[config.mk]
export PLATFORM = sky130hd
export DESIGN_NAME = config_loader
export DESIGN_NICKNAME = d
export VERILOG_FILES = /design/src/rtl/config_loader.sv
export SDC_FILE = /design/constraint.sdc
export NUM_CORES = 1
export LEC_CHECK = 0
export CORE_MARGIN = 2
export CORE_UTILIZATION = 50
export CTS_CLUSTER_SIZE = 12
export DETAILED_ROUTE_END_ITERATION = 16
export PLACE_DENSITY = 0.87
export SLEW_MARGIN = 25
export SYNTH_ARGS = -nofsm -noshare
export SYNTH_HDL_FRONTEND = slang
export SYNTH_SLANG_ARGS = --single-unit
[constraint.sdc]
create_clock -name config_clk -period 1.75 [get_ports config_clk]
set_clock_uncertainty 0.2 [all_clocks]
set_input_delay 0.35 -clock config_clk [delete_from_list [all_inputs] [get_ports config_clk]]
set_output_delay 0.35 -clock config_clk [all_outputs]
set_load 0.01 [all_outputs]
[src/rtl/config_loader.sv]
// Serial configuration loader: unpacks host words LSB-first into a
// config_cell chain of chain_len bits, one bit per config_shift cycle.
//
// Ports:
//   config_clk    - single clock
//   config_reset  - async active-low reset
//   start         - begin a load (honoured in IDLE only)
//   word_in       - bitstream word, size bits
//   word_valid    - word_in valid
//   word_ready    - loader accepts word_in this cycle (WAIT_WORD)
//   config_out    - serial bit into the chain head
//   config_shift  - chain captures config_out when 1
//   busy          - load in progress (WAIT_WORD, SHIFT, DONE)
//   done          - one-cycle pulse after the last chain bit
module config_loader #(
    parameter int size      = 32,
    parameter int chain_len = 40
) (
    input  logic            config_clk,
    input  logic            config_reset,
    input  logic            start,
    input  logic [size-1:0] word_in,
    input  logic            word_valid,
    output logic            word_ready,
    output logic            config_out,
    output logic            config_shift,
    output logic            busy,
    output logic            done
);

    localparam int BIT_W  = $clog2(chain_len + 1);
    localparam int WORD_W = $clog2(size + 1);

    localparam logic [BIT_W-1:0]  BIT_LAST  = BIT_W'(chain_len);
    localparam logic [WORD_W-1:0] WORD_LAST = WORD_W'(size);

    typedef enum logic [1:0] {
        IDLE,
        WAIT_WORD,
        SHIFT,
        DONE
    } state_t;

    state_t            state_q, state_d;
    logic [size-1:0]   shreg_q, shreg_d;
    logic [BIT_W-1:0]  bit_cnt_q, bit_cnt_d;
    logic [WORD_W-1:0] word_cnt_q, word_cnt_d;

    logic [BIT_W-1:0]  bit_cnt_inc;
    logic [WORD_W-1:0] word_cnt_inc;

    always_ff @(posedge config_clk or negedge config_reset) begin
        if (!config_reset) begin
            state_q    <= IDLE;
            shreg_q    <= '0;
            bit_cnt_q  <= '0;
            word_cnt_q <= '0;
        end else begin
            state_q    <= state_d;
            shreg_q    <= shreg_d;
            bit_cnt_q  <= bit_cnt_d;
            word_cnt_q <= word_cnt_d;
        end
    end

    always_comb begin
        state_d      = state_q;
        shreg_d      = shreg_q;
        bit_cnt_d    = bit_cnt_q;
        word_cnt_d   = word_cnt_q;
        bit_cnt_inc  = bit_cnt_q + 1'b1;
        word_cnt_inc = word_cnt_q + 1'b1;

        unique case (state_q)
            IDLE: begin
                if (start) begin
                    state_d   = WAIT_WORD;
                    bit_cnt_d = '0;
                end
            end
            WAIT_WORD: begin
                // word_ready is 1 here, so valid alone completes the handshake
                if (word_valid) begin
                    shreg_d    = word_in;
                    word_cnt_d = '0;
                    state_d    = SHIFT;
                end
            end
            SHIFT: begin
                shreg_d    = shreg_q >> 1;
                bit_cnt_d  = bit_cnt_inc;
                word_cnt_d = word_cnt_inc;
                // Chain end wins over word end, so a partial final word
                // leaves its upper bits unshifted and bit_cnt never wraps.
                if (bit_cnt_inc == BIT_LAST) begin
                    state_d = DONE;
                end else if (word_cnt_inc == WORD_LAST) begin
                    state_d = WAIT_WORD;
                end
            end
            DONE: begin
                state_d = IDLE;
            end
            default: begin
                state_d = IDLE;
            end
        endcase
    end

    always_comb begin
        word_ready   = 1'b0;
        config_out   = 1'b0;
        config_shift = 1'b0;
        busy         = 1'b1;
        done         = 1'b0;

        unique case (state_q)
            IDLE: begin
                busy = 1'b0;
            end
            WAIT_WORD: begin
                word_ready = 1'b1;
            end
            SHIFT: begin
                config_out   = shreg_q[0];
                config_shift = 1'b1;
            end
            DONE: begin
                done = 1'b1;
            end
            default: begin
                busy = 1'b0;
            end
        endcase
    end

endmodule

==> results of run 1 <==
==> worst max-delay path, cell delays in order (launching register included) <==
cell and delay (ns):
dfrtp_1 0.39, nand2b_4 0.17, inv_4 0.07, clkdlybuf4s15_1 0.24
==> per-layer routing <==
layer | wire, um | track usage
met5 | 0 | 0
met4 | 27 | 0.0524
met3 | 235 | 0.0394
met2 | 2210 | 0.305
met1 | 2240 | 0.257
==> kinds of logic (layout without fill, tap and decap cells) <==
kind of cell             Yosys count  after routing
flip-flops                        46             46
adder cells (fa/ha/maj)            2              2
AND/OR/NAND/NOR                   70             70
multiplexers                      33             33
XOR/XNOR                           1              1
AO/OA/AOI/OAI                     57             57
buffers and inverters             16             72
==> state kept, by name (all words and copies together), names as in the netlist <==
register	flops
state_q	2
word_cnt_q	6
shreg_q	32
bit_cnt_q	6
==> cell type report <==
class                      instances  area (um2)
multi-input combinational        163        1000
clock inverter                     3        68.8
clock buffer                       5        68.8
inverter                           3        13.8
sequential                        46        1150
timing repair buffer              61         617
tap                               52        65.1
fill                             344        1360
==> cells in the final DEF (no fill, tap or decap), types with 2 or more instances in the layout <==
master and n:
mux2i_1 33, nor2_1 3, o21ai_1 28, o21ai_0 19
inv_1 2, nand3_1 5, dfrtp_1 45, ha_1 2
nand4_1 2, buf_4 12, and2_2 2, buf_12 2
clkdlybuf4s50_1 34, nand2_1 48, clkbuf_16 2, buf_6 5
buf_2 4, clkbuf_8 5, bufinv_16 2, and2_1 2
a31oi_1 2
==> worst max path at each step <==
| stage | from | to | slack (ns) | depth (start not counted) |
|---|---|---|---|---|
| after global placement | word_valid | word_cnt_q[2]$_DFFE_PN0P_ | -0.09 | 5 |
| final | state_q[0]$_DFFE_PN0P_ | config_shift | 0.04 | 3 |
| after CTS | state_q[0]$_DFFE_PN0P_ | state_q[0]$_DFFE_PN0P_ | 0.003 | 6 |
| after global routing | state_q[0]$_DFFE_PN0P_ | shreg_q[14]$_DFFE_PN0P_ | -0.01 | 7 |
| after floorplan | state_q[0]$_DFFE_PN0P_ | config_out | 0.11 | 5 |
| after detailed placement | word_valid | word_cnt_q[4]$_DFFE_PN0P_ | -0.09 | 5 |
==> per-stage QoR <==
stage / utilization / power [mW] / cells / hold slack [ns]
finish: 0.687 / 4.42 / 333 / 0.256
global route: 0.687 / 4.75 / 333 / 0.277
CTS: 0.669 / 4.30 / 329 / 0.257
detailed placement: 0.631 / 3.32 / 317 / 0.0461
global placement: 0.631 / 3.25 / 317 / 0.0409
floorplan: - / 2.86 / 225 / -0.146
==> synthesized netlist by cell type (all sizes together) <==
| library cell | count | area, um2 |
|---|---|---|
| and3 | 1 | 6.26 |
| clkbuf | 5 | 18.8 |
| nand2b | 1 | 13.8 |
| nand3b | 1 | 7.51 |
| xor2 | 1 | 8.76 |
| a211o | 1 | 8.76 |
| a31oi | 2 | 12.5 |
| nand2 | 48 | 180 |
| mux2i | 33 | 330 |
| nor2 | 3 | 11.3 |
| a22o | 1 | 8.76 |
| o41ai | 1 | 8.76 |
| buf | 8 | 91.3 |
| a32o | 1 | 10.0 |
| o21ai | 47 | 235 |
| o311ai | 2 | 17.5 |
| and2b | 1 | 8.76 |
| o31ai | 1 | 7.51 |
| inv | 3 | 11.3 |
| nand3 | 5 | 25.0 |
| and3b | 1 | 8.76 |
| o21bai | 1 | 7.51 |
| dfrtp | 46 | 1150 |
| or2 | 1 | 6.26 |
| and2 | 4 | 27.5 |
| ha | 2 | 25.0 |
| nor3b | 1 | 7.51 |
| nand4 | 2 | 12.5 |
| or3 | 1 | 6.26 |
==> power groups by stage <==
stage	clock network, mW	registers (mW)	logic [mW]
2_1_floorplan	0	1.71	1.15
3_3_place_gp	0	1.77	1.48
3_5_place_dp	0	1.79	1.53
4_1_cts	0.958	1.77	1.57
5_1_grt	0.994	1.84	1.91
6_report	0.943	1.79	1.69
==> what timing repair did <==
action                                  4_1_cts  5_1_grt
hold endpoints to repair                     12        0
endpoints found under the setup margin        9       24
gates resized for setup                      22        5
cloned                                        0        2
pin swaps                                     0        1
hold buffers                                  1        0
setup buffers                                 3        2
==> impl_results.md, run 1 <==
- Crit path capture type: primary output
- Net Sw Power: 1.48 mW
- Startpoint types: register
- Htree depth: 2
- Final ANT Viol Nets: 0
- Die Area: 5110 um2
- Switch share: 0.336
- Mux contribution to synthesized area: 0.145
- CTS buffer count: 5
- Largest family of logic cells by synthesized area: multiplexers
- Antenna fix cells: 0
- Dpl cell area: roughly 2700 um2
- Final setup viols: 0
- Fin. max-slew vios: 0
- Register bit total from synthesis: 46
- Final period util: 0.976
- Global-route wire length before repair: roughly 7.7 mm
- Number of clock sinks: 46
- Gate power share: 0.382
- DP Wirelength: around 3.0 mm
- Post-synthesis compound-gate area fraction: 0.139
- Core Box Area: 4350 um2
- WL final: between 4 and 5 mm
- Drt drc: 0
- Synth Cell Area: between 2000 and 2500 um2
- Final estimated routing congestion in global placement: ~0.80
- Hold Path Class: primary input to asynchronous set/reset pin
- Worst Slack Setup Final: 0.0421 ns
- FF-to-FF End: shreg_q[20]$_DFFE_PN0P_
- Critical-path maximum fanout: 4
- CTS Buffer Depth: 2
- Worst VDD drop: 0.884 mV
- Leakage: between 1 and 1.5 nW
- Crit path DAT: approximately 1.2 ns
- Vias: ~1,800
- Hold Violations, Final: 0
- Synth warn: 0
- Antenna violations before repair: 0
- CP Class: register to primary output
- Setup slack at placement: -0.0929 ns
- XOR/XNOR Fraction of Synth Area: 0.00385
- Minimum clock period: between 1.5 and 2 ns
- Critical R2R Launch: state_q[0]$_DFFE_PN0P_
- Final #Nets: 318
- All-layer global routing usage: 0.188
- Reg2reg path depth: 7
- Setup TNS: 0 ns
- Chip height: between 70 and 80 um
- Synth-to-layout area growth: 31.5%
- Max Fclk: about 0.59 GHz
- Slew @ Worst Pin: 0.305 ns
- Share of layout cells above drive strength 1: 0.142
- Adder-Cell Fraction of Synth Area: 0.0110
- Router iterations before antenna repair: 4
- Clock Latency Late Sink: roughly 0.30 ns
- Mapped Nets: roughly 260
- Clock power frac: 0.213
- Max_cap viols: 0
- Worst reg-to-reg setup slack: 0.06 ns
- WL/cell: 14.2 um
- Syn Inst Count: 225
- Simple logic cell fraction of the synthesized area: 0.141
- Row cnt: 24
- Initial core utilization: 0.522
- CP required: 1.20 ns
- Post-synth cell types: 35
- PD cells: roughly 1500 nW/um2
- Largest net degree at the start of global routing: 34
- # port buffers: 40
- Pint: around 3 mW
- Mapped Avg Cell Area: approximately 10 um2
- Die Wd: approximately 71 um
- Clock-pin slew of the registers on the worst-case setup and hold paths: 0.09 ns
- Slew margin rel.: 0.794
- Vias/cell: around 5.4
- Seq/Total Area, Yosys: 0.506
- Vias in the first global route: about 1,700
- Flop pwr share: 0.405
- Num ports: a little over 40
- Final Cell Area: approximately 3000 um2
- Grt total ovfl: 0
- RSZ-0062 raised after global routing: yes
- Status: completed
- Drt first-iter violations: ~120
- CTS tree: built
- Root buffer cell: clkbuf_8
(Power assumes the default switching activity.)
==> run 2, diff against run 1 <==
PLACE_DENSITY = default   (was 0.87)
PLACE_DENSITY_LB_ADDON = 0.15   (was default)
==> impl_results.md, run 2 (synthesis results as in run 1) <==
- Family with the most delay on the worst path: flip-flops
- Pint: around 2.6 mW
- PnR Total Power: 4.08 mW
- # port buffers: 40
- Fin util: 0.666
- Flop pwr share: 0.437
- Final Cell Area: 2900 um2
- Biggest regs: shreg_q x32, bit_cnt_q x6, word_cnt_q x6
- Vias: ~1,700
- Status: completed
- Row cnt: 24
- Crit path capture type: primary output
- Setup TNS: 0 ns
- Crit path buf inv count: 2
- Most used cell, CP: buf_6
- Global-route wire length before repair: 7.41 mm
- Hold Violations, Final: 0
- Switch share: 0.352
- Max Fclk: 0.583 GHz
- Share of layout cells above drive strength 1: 0.130
- Clock-pin slew of the registers on the worst-case setup and hold paths: roughly 0.080 ns
- Core Box Area: about 4400 um2
- Gate power share: 0.400
- Leakage: between 1 and 1.5 nW
- WHS: between 0.2 and 0.3 ns
- Minimum clock period: around 1.7 ns
- Hold depth: 4
- FF-to-FF End: shreg_q[12]$_DFFE_PN0P_
- CP max stage cell: dfrtp_1
- Chip height: a little over 70 um
- Die Wd: slightly above 70 um
- Final period util: 0.980
- CTS tree: built
- Reg area: 1150 um2
- Crit path DAT: about 1.2 ns
- Final estimated routing congestion in global placement: 0.739
- Router iterations before antenna repair: 4
- Hold Path Origin: word_valid
- Grt total ovfl: 0
- Synth-to-layout area growth: 27.5%
- Root buffer cell: clkbuf_8
- Register with the most flip-flops: shreg_q
- Clock power frac: 0.163
- CP peak stage delay: 0.40 ns
- Fin. max-slew vios: 0
- Reg2reg path depth: 5
- Initial core utilization: 0.522
- Fill count: roughly 370
- RSZ-0062 raised after global routing: yes
- Area taken by multi-input logic gates: 1010 um2
- Final setup viols: 0
- Antenna violations before repair: 0
- Worst reg-to-reg setup slack: about 0.080 ns
- Net Sw Power: between 1 and 1.5 mW
- CTS buffer count: 5
- Crit path from: state_q[0]$_DFFE_PN0P_
- Drt drc: 0
- CP Class: register to primary output
- CP required: approximately 1.2 ns
- Num ports: 41
- Htree depth: 2
- Stages on the worst setup path: 3
- Commonest non-fill, non-tap cells in the layout: 48 x nand2_1, 45 x dfrtp_1, 33 x clkdlybuf4s50_1
- Drt first-iter violations: just over 90
- Max reg flops: 32
- Antenna fix cells: 0
- Largest net degree at the start of global routing: 47
- Slew @ Worst Pin: between 0.3 and 0.4 ns
- Number of clock sinks: 46
- Die Area: 5110 um2
- CTS Buffer Depth: 2
- Critical-path maximum fanout: 6
- DP Wirelength: between 2 and 3 mm
- Clock Latency Late Sink: approximately 0.29 ns
- Max_cap viols: 0
- All-layer global routing usage: 0.183
- Commonest non-fill, non-tap cell in the layout: nand2_1
- Worst VDD drop: 0.868 mV
- WL final: 4.46 mm
- PD cells: 1410 nW/um2
- WL/cell: 13.6 um
- Vias in the first global route: 1,652
- Slew margin rel.: 0.791
- Final #Nets: roughly 310
- Worst Hold Endpoint: state_q[0]$_DFFE_PN0P_
- Final ANT Viol Nets: 0
- Critical R2R Launch: state_q[1]$_DFFE_PN0P_
- Critical Path, Cell by Cell: buf_6 > or2_4 > buf_6
- Hold Path Class: primary input to register
- Dpl cell area: ~2700 um2
- Startpoint types: register
- Vias/cell: 5.29
run 2: layout make-up:
class	instances	area share
well taps	52	0.0224
clock buffers	7	0.0298
inverters	3	0.00475
multi-input cells	163	0.349
repair buffers	56	0.195
clock inverters	1	0.00173
flip-flops and latches	46	0.397
run 2: timing repair:
action                                  CTS  global route
buffers inserted                          2             3
pin swaps                                 0             2
hold endpoints to repair                 46             0
endpoints found under the setup margin    6            19
gates cloned                              0             1
hold buffers                              1             0
gates resized for setup                  22            12
run 2: power by group through the flow:
stage | Combinational (mW) | Sequential (mW) | Clock [mW]
after floorplan | 1.15 | 1.71 | 0
after global placement | 1.47 | 1.78 | 0
after detailed placement | 1.52 | 1.80 | 0
after CTS | 1.52 | 1.78 | 0.697
after global routing | 1.85 | 1.84 | 0.719
final | 1.63 | 1.78 | 0.665
run 2: worst register-to-register path, cell delays in order (launching register included):
cell and delay, ns:
dfrtp_2 0.45, nand3b_1 0.28, buf_4 0.21, clkbuf_16 0.18, mux2i_1 0.15, o21ai_1 0.08
run 2: worst max path at each step:
| stage | endpoint | slack [ns] |
|---|---|---|
| finish | busy | 0.03 |
| global route | shreg_q[8]$_DFFE_PN0P_ | -0.01 |
| CTS | busy | -0.04 |
| detailed placement | shreg_q[5]$_DFFE_PN0P_ | -0.24 |
| global placement | word_cnt_q[4]$_DFFE_PN0P_ | -0.21 |
| floorplan | config_out | 0.11 |
run 2: through the flow:
stage	std cells	setup slack [ns]
after floorplan	225	0.106
after global placement	313	-0.207
after detailed placement	313	-0.236
after CTS	324	-0.0364
after global routing	328	-0.0112
final	328	0.0346
run 2: per-layer routing:
layer  global-route usage  up-vias  part of all wire
met1                0.250      812              0.50
met3               0.0394        5             0.032
met5                    0        -                 0
li1                     -      887                 -
met2                0.289       32              0.46
met4               0.0692        0             0.012
==> run 3, diff against run 2 <==
HOLD_SLACK_MARGIN = 0.1   (was default)
==> results of run 3 <==
The final DEF is identical to that of run 2; final timing and power are the same.
